==> config.mk <==
export PLATFORM = sky130hd
export DESIGN_NAME = div_sched
export DESIGN_NICKNAME = d
export VERILOG_FILES = /design/src/rtl/div_sched.sv
export SDC_FILE = /design/constraint.sdc
export NUM_CORES = 1
export LEC_CHECK = 0
export CAP_MARGIN = 10
export CORE_MARGIN = 2
export CORE_UTILIZATION = 59
export CTS_CLUSTER_SIZE = 10
export DETAILED_ROUTE_END_ITERATION = 7
export PLACE_DENSITY = 0.82
export SLEW_MARGIN = 20
export SYNTH_ARGS = -nofsm -noshare
export SYNTH_HDL_FRONTEND = slang
export SYNTH_SLANG_ARGS = --single-unit
==> constraint.sdc <==
create_clock -name clk -period 6.9 [get_ports clk]
set_input_delay 1.38 -clock clk [delete_from_list [all_inputs] [get_ports clk]]
set_output_delay 1.38 -clock clk [all_outputs]
set_load 0.02 [all_outputs]
==> src/rtl/div_sched.sv <==
// Multi-cycle RV32M divide unit (DIV/DIVU/REM/REMU) with IDLE/CALC/DONE sequencing FSM.
// Optional last-result cache enabled by defining DIV_RESULT_CACHE_EN.
module div_sched #(
  parameter int XLEN         = 32,
  parameter int BITS_PER_CYC = 1
) (
  input  logic            clk,
  input  logic            rst_n,
  input  logic            start,
  input  logic [1:0]      op,
  input  logic [XLEN-1:0] src1,
  input  logic [XLEN-1:0] src2,
  input  logic [5:0]      rd_addr,
  input  logic            flush,
  input  logic            bus_stall,
  output logic            stall_ex,
  output logic            busy,
  output logic            done,
  output logic [XLEN-1:0] result,
  output logic [5:0]      rd_addr_out
);
  localparam int NCYC = XLEN / BITS_PER_CYC;
  localparam int CW   = $clog2(NCYC + 1);
  localparam logic [XLEN-1:0] MIN_NEG = {1'b1, {(XLEN-1){1'b0}}};

  typedef enum logic [1:0] {IDLE, CALC, DONE} state_t;

  state_t          state_q;
  logic [CW-1:0]   cnt_q;
  logic            is_rem_q, qneg_q, rneg_q;
  logic [5:0]      rd_q;
  logic [XLEN-1:0] rem_q, quo_q, dvs_q;
  logic            done_q, busy_q;
  logic [XLEN-1:0] result_q;
  logic [5:0]      rd_out_q;

  logic            sgn, s1_neg, s2_neg, div0, ovf, c_hit;
  logic [XLEN-1:0] a1, a2, sp_q, sp_r;
  logic [XLEN-1:0] r_w, q_w, fin_q, fin_r;
  logic [XLEN:0]   sh_w;

`ifdef DIV_RESULT_CACHE_EN
  logic            c_vld_q, c_sgn_q, sgn_q;
  logic [XLEN-1:0] c_s1_q, c_s2_q, c_q_q, c_r_q, s1_q, s2_q;
  assign c_hit = c_vld_q && (c_s1_q == src1) && (c_s2_q == src2) && (c_sgn_q == sgn);
`else
  assign c_hit = 1'b0;
`endif

  assign sgn    = ~op[0];
  assign s1_neg = sgn & src1[XLEN-1];
  assign s2_neg = sgn & src2[XLEN-1];
  assign a1     = s1_neg ? -src1 : src1;
  assign a2     = s2_neg ? -src2 : src2;
  assign div0   = (src2 == '0);
  assign ovf    = sgn && (src1 == MIN_NEG) && (&src2);

  // Combinational in the accept cycle so EX freezes before the first iteration edge.
  assign stall_ex = !flush && ((state_q == IDLE && start) || state_q == CALC);

  always_comb begin
    sp_q = '1;
    sp_r = src1;
    if (!div0 && ovf) begin
      sp_q = MIN_NEG;
      sp_r = '0;
    end
`ifdef DIV_RESULT_CACHE_EN
    if (!div0 && !ovf) begin
      sp_q = c_q_q;
      sp_r = c_r_q;
    end
`endif
  end

  // Restoring shift-subtract; the remainder stays below the divisor so XLEN bits suffice between steps.
  always_comb begin
    r_w  = rem_q;
    q_w  = quo_q;
    sh_w = '0;
    for (int i = 0; i < BITS_PER_CYC; i++) begin
      sh_w = {r_w, q_w[XLEN-1]};
      q_w  = {q_w[XLEN-2:0], 1'b0};
      if (sh_w >= {1'b0, dvs_q}) begin
        sh_w   = sh_w - {1'b0, dvs_q};
        q_w[0] = 1'b1;
      end
      r_w = sh_w[XLEN-1:0];
    end
  end

  assign fin_q = qneg_q ? -q_w : q_w;
  assign fin_r = rneg_q ? -r_w : r_w;

  always_ff @(posedge clk or negedge rst_n) begin
    if (!rst_n) begin
      state_q  <= IDLE;
      cnt_q    <= '0;
      is_rem_q <= 1'b0;
      qneg_q   <= 1'b0;
      rneg_q   <= 1'b0;
      rd_q     <= '0;
      rem_q    <= '0;
      quo_q    <= '0;
      dvs_q    <= '0;
      done_q   <= 1'b0;
      busy_q   <= 1'b0;
      result_q <= '0;
      rd_out_q <= '0;
`ifdef DIV_RESULT_CACHE_EN
      c_vld_q  <= 1'b0;
      c_sgn_q  <= 1'b0;
      sgn_q    <= 1'b0;
      c_s1_q   <= '0;
      c_s2_q   <= '0;
      c_q_q    <= '0;
      c_r_q    <= '0;
      s1_q     <= '0;
      s2_q     <= '0;
`endif
    end else if (flush) begin
      state_q <= IDLE;
      cnt_q   <= '0;
      done_q  <= 1'b0;
      busy_q  <= 1'b0;
    end else begin
      case (state_q)
        IDLE: if (start) begin
          is_rem_q <= op[1];
          qneg_q   <= s1_neg ^ s2_neg;
          rneg_q   <= s1_neg;
          rd_q     <= rd_addr;
          busy_q   <= 1'b1;
`ifdef DIV_RESULT_CACHE_EN
          s1_q  <= src1;
          s2_q  <= src2;
          sgn_q <= sgn;
`endif
          if (div0 || ovf || c_hit) begin
            state_q  <= DONE;
            done_q   <= 1'b1;
            result_q <= op[1] ? sp_r : sp_q;
            rd_out_q <= rd_addr;
`ifdef DIV_RESULT_CACHE_EN
            c_vld_q <= 1'b1;
            c_s1_q  <= src1;
            c_s2_q  <= src2;
            c_sgn_q <= sgn;
            c_q_q   <= sp_q;
            c_r_q   <= sp_r;
`endif
          end else begin
            state_q <= CALC;
            cnt_q   <= CW'(NCYC);
            rem_q   <= '0;
            quo_q   <= a1;
            dvs_q   <= a2;
          end
        end
        CALC: begin
          rem_q <= r_w;
          quo_q <= q_w;
          cnt_q <= cnt_q - CW'(1);
          if (cnt_q == CW'(1)) begin
            state_q  <= DONE;
            done_q   <= 1'b1;
            result_q <= is_rem_q ? fin_r : fin_q;
            rd_out_q <= rd_q;
`ifdef DIV_RESULT_CACHE_EN
            c_vld_q <= 1'b1;
            c_s1_q  <= s1_q;
            c_s2_q  <= s2_q;
            c_sgn_q <= sgn_q;
            c_q_q   <= fin_q;
            c_r_q   <= fin_r;
`endif
          end
        end
        DONE: if (!bus_stall) begin
          state_q <= IDLE;
          done_q  <= 1'b0;
          busy_q  <= 1'b0;
        end
        default: state_q <= IDLE;
      endcase
    end
  end

  assign busy        = busy_q;
  assign done        = done_q;
  assign result      = result_q;
  assign rd_addr_out = rd_out_q;
endmodule

Word level (Yosys, flattened, before mapping). Index checks and enable logic that the tools add are counted. Widths: inputs -> output; s select.

Equal/unequal tests: 13. Magnitude comparators: 1. Reductions and logical operators: 24. Muxes and demuxes: 43. Bitwise gates (word level): 6. Add/subtract/negate cells: 6.

Operators by type and width (count): $mux 32 (15); $pmux 32 s2 (3); $neg 32->32 (4); $mux 6 (6); $ge 33x32->1 (1); $eq 32x32->1 const B (1); $logic_not 32->1 (1); $reduce_and 32->1 (1); $sub 32x32->32 (1); $mux 31 (1); $pmux 6 s2 (2); $reduce_and 3->1 (4); $mux 2 (5); $reduce_and 5->1 (2); $ne 3x3->1 const B (3); $mux 1 (8); $reduce_and 4->1 (2); $eq 6x1->1 const B (1); $ne 3x2->1 const B (2); $pmux 2 s3 (1); $reduce_bool 3->1 (2); $sub 6x1->6 const B (1); $logic_and 1x1->1 (5); $ne 2x1->1 const B (2); 13 further kinds (19).

Input port bits: 77. Word-level logic and storage cells: 106. Flip-flop bits (word level): 153. Output and inout bits: 41.

Longest topological paths before layout. Gate-level depths: netlist (run 1).

Depth after elaboration: 9. Mapped depth: 27. Depth with buffers taken out: 21.

Worst setup path before layout (run 1). No wires, ideal clock.

Path kind: flip-flop to flip-flop. Start: register rem_q[2]. End: register result_q[28], in the netlist result[28]. Clock period less this slack: 5072 ps. Buffers on the path: 6. Stages on the path, launching flop included: 24. Path slack: 1828 ps. Library setup time: 126 ps. Data required time: 6774 ps. Arrival: 4945 ps. Cells stage by stage: dfrtp_1 > ha_1 > buf_2 > a21oi_1 > o21bai_1 > o211ai_1 > a21oi_2 > or2_0 > buf_2 > buf_2 > buf_2 > buf_2 > buf_1 > a21oi_1 > inv_1 > ha_1 > nand2_1 > a2111oi_1 > o2111ai_1 > o32a_1 > or4_4 > o31ai_2 > xor2_1 > o22ai_1.

Cells in the longest elaborated chain, start to end: 7. Elaborated cells between the ends (all ways): 11. Classes of those cells: add/sub (3); order compare (1); mux (7).

RTL lines: start: declaration (line 32) `logic [XLEN-1:0] rem_q, quo_q, dvs_q;`; start signal: assignment (line 161) `rem_q <= r_w;`; $sub 32x32->32 or $ge 33x32->1 (tied branches) (line 85, 84); $mux 32 or $mux 1 (tied branches) (line 84) `if (sh_w >= {1'b0, dvs_q}) begin`; $neg 32->32, on equally long branches (line 93, 92); $mux 32, on equally long branches (line 93, 92); $mux 32 (*) (line 167) `result_q <= is_rem_q ? fin_r : fin_q;`; $mux 32 (*) (line 164) `if (cnt_q == CW'(1)) begin`; $pmux 32 s2 (*) (line 127) `case (state_q)`; end signal: assignment (line 142) `result_q <= op[1] ? sp_r : sp_q;`; end signal: assignment (line 167); end: declaration (line 34) `logic [XLEN-1:0] result_q;`.

Mark *: on every way between the ends. The rest lies on a longest branch, timed or not. The select of a mux whose other input is x is not followed. A chain may end at the register's enable or synchronous reset.

Final worst setup path (run 1).
Start: input port src1[19]. End: register quo_q[12].

Cells in the longest elaborated chain, start to end: 6.

RTL lines: start: declaration (line 11) `input logic [XLEN-1:0] src1,`; $eq 32x32->1 (line 56) `assign ovf = sgn && (src1 == MIN_NEG) && (&src2);`; $logic_and 1x1->1 (2 in series) (line 56); $logic_or 1x1->1 (line 139) `if (div0 || ovf || c_hit) begin`; $ne 2x2->1 (no source line); $reduce_and 4->1 (no source line); end signal: assignment (line 162) `quo_q <= q_w;`; end: declaration (line 32).

Every way passes these cells.

==> results by group, run 1 <==
Worst hold path
  – Hold WC Path Type: reg2reg
  – Hold path endpoint: result[1]
  – Hold Path Stages: 2
  – Start point of the worst hold path: result[1]

Worst setup path
  – Maximum fanout along the worst path: 54
  – CP max stage cell: or2_2
  – Critical Path AT: about 6300 ps
  – Worst Path Required: 7200 ps
  – CP endpoint kind: register
  – CP cell instances: clkdlybuf4s50_1 > or4_1 > nor4_1 > nand2b_1 > nor2_1 > nand4_1 > a21bo_2 > o21a_1 > or2_2 > buf_4 > o21ai_0
  – Crit start category: input pin
  – Register-to-Register Path Depth: 17
  – Worst Setup SP: src1[19]
  – WS Path Type: in2reg
  – Worst reg2reg endpoint: result[28]
  – Setup slack, reg-to-reg: ~1300 ps
  – Reg2Reg Launch Point: rem_q[23]
  – CP max stage delay: 720 ps

Yosys
  – Count leader, synth: nand2_1
  – Syn nets: roughly 1.8k
  – Commonest cells in the synthesized netlist: nand2_1 (197), o21ai_0 (194), a21oi_1 (166)
  – EDFF count, synth: 0
  – Avg Cell Area, Syn: ~7.6 sq um
  – #FFs+latches synth: between 150 and 200
  – Area contributors post-synth: dfrtp_1 (31%), o21ai_0 (7.8%), a21oi_1 (6.6%)
  – Sequential area share after synthesis: 30.6%
  – Ys Warns: 0
  – Distinct cells, synth: between 70 and 80
  – Synth Cell Area: 12500 sq um
  – Ys async rst share: 100%
  – Synth Instances: roughly 1.6k
  – Primary FF master, synth: dfrtp_1
  – Area fraction of the dominant cell type after synthesis: 30.6%
  – Area leader, netlist: dfrtp_1

Drt
  – DRC Markers: 0
  – Wire length on met1: 15.4 mm
  – Routed length per instance: 18.6 microns
  – Highest metal used: met5
  – Mean number of vias per cell: approximately 6.4
  – Vias: ~13k
  – DRT iter0 DRCs: approximately 1.4k
  – Routed wl met2: between 15 and 20 mm
  – Final antenna-violating net count: 0
  – Met3 wire len: 2.15 mm
  – Initial DRT Pass Iterations: 7
  – DRT Wirelength: approximately 37 mm

STA
  – PnR worst setup slack: ~930 ps
  – Setup TNS: 0 ps
  – Fin crit period: a little under 6000 ps
  – Slew HR: a little over a quarter
  – Setup-failing EPs final: 0
  – Fmax: roughly 170 MHz
  – Final Hold Fails: 0
  – RSZ-0062 raised after global routing: false
  – Final period util: between 80% and 90%
  – Pins Over Slew Limit: 0
  – Worst Skew: approximately 16 ps
  – Worst-Margin Slew: 1090 ps

Global routing
  – Wire length of the first global-routing pass: around 60 mm
  – Largest net degree at the start of global routing: 97
  – Grt total ovfl: 0
  – GR Util All Layers: between 30% and 40%
  – Initial antenna violation count: 1
  – Vias in the first global route: 11.9k

Clock tree
  – CTS sink count: roughly 150
  – Maximum clock path buffer count: 2
  – Clock transition at the registers of the reported paths: 70 ps
  – Skew-Pair Late Insertion Delay: 460 ps
  – TritonCTS clock tree: built
  – CTS Root Cell: clkbuf_16
  – TritonCTS Buffers: 17
  – H-tree levels: 4
  – CTS Hold Buffers Added: 0
  – Post-CTS Resized: 0
  – Post-CTS setup buffer count: 0

Floorplan
  – Core Area: approximately 21000 sq um
  – Die X: roughly 150 microns
  – Die Y: approximately 150 microns
  – Die footprint: 22400 sq um
  – Rows: 53
  – Ports: 118
  – Initial core utilization: between 50% and 60%

Placed design
  – Post-Place Setup Slack: 652 ps
  – Dpl cell area: roughly 14000 sq um
  – Port Buf Inserts: roughly 120
  – Post-DP HPWL: around 27 mm
  – Final GP Congestion: between 0.9 and 1

Final layout
  – Nets: 1811
  – Number of antenna diodes: 0
  – Final non-filler cell area: 14300 sq um
  – # fillers: around 1.8k
  – Area delta synth->final: 14.5%
  – Layout cells sized above 1: approximately 4.7%

Outcome
  – Outcome: complete, no violations

Pwr
  – Maximum VDD drop: roughly 0.45 mV
  – Power Density: between 500 and 600 nW/um^2
  – Leakage power: ~0.006 uW
  – Total power draw: just over 7000 uW

Job
  – MaxCap Viol Count: 0
==> metrics by stage <==
stage | instances | hold WS (ps) | util [%]
6_report | 1979 | 482 | 68.6
5_1_grt | 1979 | 518 | 68.6
4_1_cts | 1979 | 485 | 68.6
3_5_place_dp | 1947 | 469 | 65.7
3_3_place_gp | 1947 | 462 | 65.7
2_1_floorplan | 1643 | 450 | -
==> flip-flops by register name, indices dropped and copies added (netlist names), 2 cells and up <==
name / cells
result: 32
dvs_q: 32
cnt_q: 6
state_q: 2
rem_q: 32
rd_q: 6
quo_q: 32
rd_addr_out: 6
==> cell usage in the layout, fill, tap and decap left out, drive strengths merged, types with 10 or more instances in the layout <==
cell             n
inv             72
a21o            14
or3             39
nor2           159
a211oi          13
o21ai          200
xor2            64
dfrtp          153
and3            14
nand2          197
nor3            37
clkbuf          17
clkdlybuf4s50  116
nand4           23
nor2b           11
nand2b          14
nor4            21
xnor2           61
ha              42
o211ai          10
and2            11
o41ai           12
a31oi           18
o31ai           26
mux2i           30
buf             12
a21oi          169
mux2            10
nand3           19
==> kinds of logic (layout without fill, tap and decap cells) <==
kind of cell | after synthesis | in the layout | synth area share [%]
fa+ha+maj | 43 | 43 | 4.36
simple gates | 578 | 578 | 21.7
flops | 153 | 153 | 30.6
buf+inv | 164 | 225 | 5.17
compound gates | 540 | 540 | 26.2
mux | 40 | 40 | 3.30
xor+xnor | 125 | 125 | 8.75
==> per-layer routing <==
| layer | vias to the layer above | track usage [%] |
|---|---|---|
| met5 | - | 0 |
| met4 | 2 | 14.3 |
| met3 | 115 | 4.91 |
| met2 | 474 | 55.1 |
| met1 | 6044 | 42.7 |
| li1 | 5975 | - |
==> worst max path at each step <==
stage / to / slack, ps / cells after the start
floorplan: result[28] / 1830 / 23
global placement: quo_q[2] / 880 / 11
detailed placement: quo_q[3] / 650 / 11
CTS: quo_q[17] / 1120 / 11
global route: quo_q[14] / 660 / 11
finish: quo_q[12] / 930 / 11
==> power breakdown <==
part | switching, uW | total, uW | internal, uW
Sequential | 371 | 1650 | 1280
Combinational | 2860 | 4630 | 1770
Clock | 472 | 961 | 488
==> area by class of cell <==
| class | count | area [sq um] | share of cell area (%) |
|---|---|---|---|
| Multi-Input combinational cell | 1326 | 8050 | 56.2 |
| Tap cell | 275 | 344 | 2.40 |
| Clock inverter | 15 | 176 | 1.23 |
| Clock buffer | 17 | 425 | 2.97 |
| Inverter | 65 | 244 | 1.70 |
| Timing Repair Buffer | 128 | 1250 | 8.76 |
| Sequential cell | 153 | 3830 | 26.7 |
==> critical path, delay by kind of cell <==
kind / cells / cell delay (ps)
AO/OA/AOI/OAI: 3 / 960
buffers and inverters: 2 / 1080
AND/OR/NAND/NOR: 6 / 2820
Note: power is estimated with default switching activity, not from simulation.
==> run 2: changes to the inputs <==
- PLACE_DENSITY: 0.82 -> 0.83
==> run 2 against run 1 <==
Highest routed layer is now met4. Final area grew 0.25%. Total power increased by 1.3%. Register-to-register slack improved by 160 ps. Global-route usage rose by 1.8 points. Clock power grew 3.5%. Sequential share of layout area shrank 0.068 points. Count of clock-buffer cells in the layout is the same.
==> results by group, run 2 (synthesis gave the netlist of run 1 again) <==
Drt
  – Initial DRT Pass Iterations: 5
  – Routed length per instance: a little under 20 microns
  – Mean number of vias per cell: between 6 and 7
  – Vias: roughly 13k
  – Final antenna-violating net count: 0
  – DRT iter0 DRCs: ~1.2k
  – DRT Wirelength: between 30 and 40 mm
  – DRC Markers: 0

Clock tree
  – CTS sink count: 153
  – Post-CTS Resized: 0
  – CTS Root Cell: clkbuf_16
  – Post-CTS setup buffer count: 0
  – TritonCTS Buffers: 17
  – H-tree levels: 4
  – Skew-Pair Late Insertion Delay: 460 ps
  – Clock transition at the registers of the reported paths: 80 ps
  – CTS Hold Buffers Added: 0
  – Maximum clock path buffer count: 2
  – TritonCTS clock tree: built

Worst setup path
  – WS Path Type: reg2reg
  – Setup slack, reg-to-reg: 1430 ps
  – Worst reg2reg endpoint: result[20]
  – Worst Path Required: roughly 7200 ps
  – Maximum fanout along the worst path: 9
  – Register-to-Register Path Depth: 18
  – Reg2Reg Launch Point: rem_q[8]
  – Worst setup path end: result[20]
  – Worst Setup SP: rem_q[8]
  – CP endpoint kind: register
  – Critical Path AT: around 5800 ps
  – Crit start category: register

Placed design
  – Port Buf Inserts: 117
  – Post-DP HPWL: 28.5 mm
  – Final GP Congestion: 0.942

Worst hold path
  – Hold WC Path Type: reg2reg

STA
  – Setup-failing EPs final: 0
  – Final period util: 79.2%
  – Worst-Margin Slew: 1090 ps
  – Slew HR: roughly 27%
  – Setup TNS: 0 ps
  – Final Hold Fails: 0
  – Worst Skew: 17.3 ps
  – Pins Over Slew Limit: 0
  – Fin crit period: roughly 5500 ps
  – Fmax: 183 MHz
  – RSZ-0062 raised after global routing: false

Final layout
  – Most common cell after layout, fill and taps aside: nand2_1
  – Number of antenna diodes: 0
  – Fin util: approximately 70%
  – Nets: between 1.5k and 2k
  – Layout cells sized above 1: a little under 5%
  – Area delta synth->final: 14.8%
  – Most frequent cells in the layout: nand2_1 (196), o21ai_0 (194), a21oi_1 (166)

Pwr
  – Leakage power: 0.00606 uW
  – Power Density: between 500 and 600 nW/um^2
  – Maximum VDD drop: 0.456 mV

Global routing
  – Initial antenna violation count: 0
  – GR Util All Layers: 34.8%
  – Wire length of the first global-routing pass: approximately 62 mm
  – Vias in the first global route: ~12k
  – Grt total ovfl: 0
  – Largest net degree at the start of global routing: 102

Floorplan
  – Ports: between 100 and 150
  – Initial core utilization: about three fifths
  – Die X: 150 microns
  – Rows: 53
  – Die Y: 150 microns
  – Core Area: roughly 21000 sq um
  – Die footprint: around 22000 sq um

Outcome
  – Outcome: complete, no violations

Job
  – MaxCap Viol Count: 0
run 2: cell types whose count changed in the layout (fill, tap and decap cells not counted), moves of 2 or more:
cell and delta:
clkinv_4 -2, clkinv_8 +2, buf_4 +3, inv_6 -2
run 2: per-layer routing:
metal  share of wire (%)  global-route usage (%)  wire (microns)  vias up
met5                   0                       0               0        -
met4                 3.6                    13.4            1390        0
met3                 6.8                    4.76            2620      110
met2                  48                    57.9           18500      584
li1                    -                       -               -     5980
met1                  42                    46.1           16100     6074
run 2: area by class of cell:
type | instances | area, sq um
clock buffers | 17 | 425
clock inverters | 15 | 198
multi-input cells | 1326 | 8050
repair buffers | 131 | 1280
flip-flops and latches | 153 | 3830
fillers | 1794 | 6530
well taps | 275 | 344
inverters | 65 | 244
run 2: critical path: stages, from the launching register on:
cell and delay [ps]:
dfrtp_1 460, ha_1 520, nand4_1 230, nor4_1 530, a21oi_1 150, o211ai_2 460
or2_2 240, inv_1 70, mux2i_1 240, ha_1 230, nand2_1 60, a2111oi_1 400
o2111ai_1 220, o32a_1 500, a211o_1 370, nor3b_1 250, nand3_1 110, a31oi_1 210
a21oi_1 90
run 2: worst min path at each step:
stage / from / end / cells after the start
after floorplan: dvs_q[27] / dvs_q[27] / 2
after global placement: rd_addr_out[2] / rd_addr_out[2] / 2
after detailed placement: rd_addr_out[2] / rd_addr_out[2] / 2
after CTS: rd_addr_out[2] / rd_addr_out[2] / 2
after global routing: result[19] / result[19] / 2
final: rd_addr_out[2] / rd_addr_out[2] / 2
run 2: where the power goes:
group | switching [uW] | total, uW | internal [uW]
combinational | 2910 | 4680 | 1770
sequential | 379 | 1660 | 1280
clock | 499 | 995 | 496
run 2: per-stage QoR:
step	std cells	instance area, sq um	total power, uW	setup slack (ps)	hold WS [ps]
2_1_floorplan	1643	12500	4950	1830	450
3_3_place_gp	1950	13700	6120	1530	464
3_5_place_dp	1950	13700	6230	1410	470
4_1_cts	1982	14400	7250	1540	489
5_1_grt	1982	14400	7870	1080	522
6_report	1982	14400	7330	1430	487
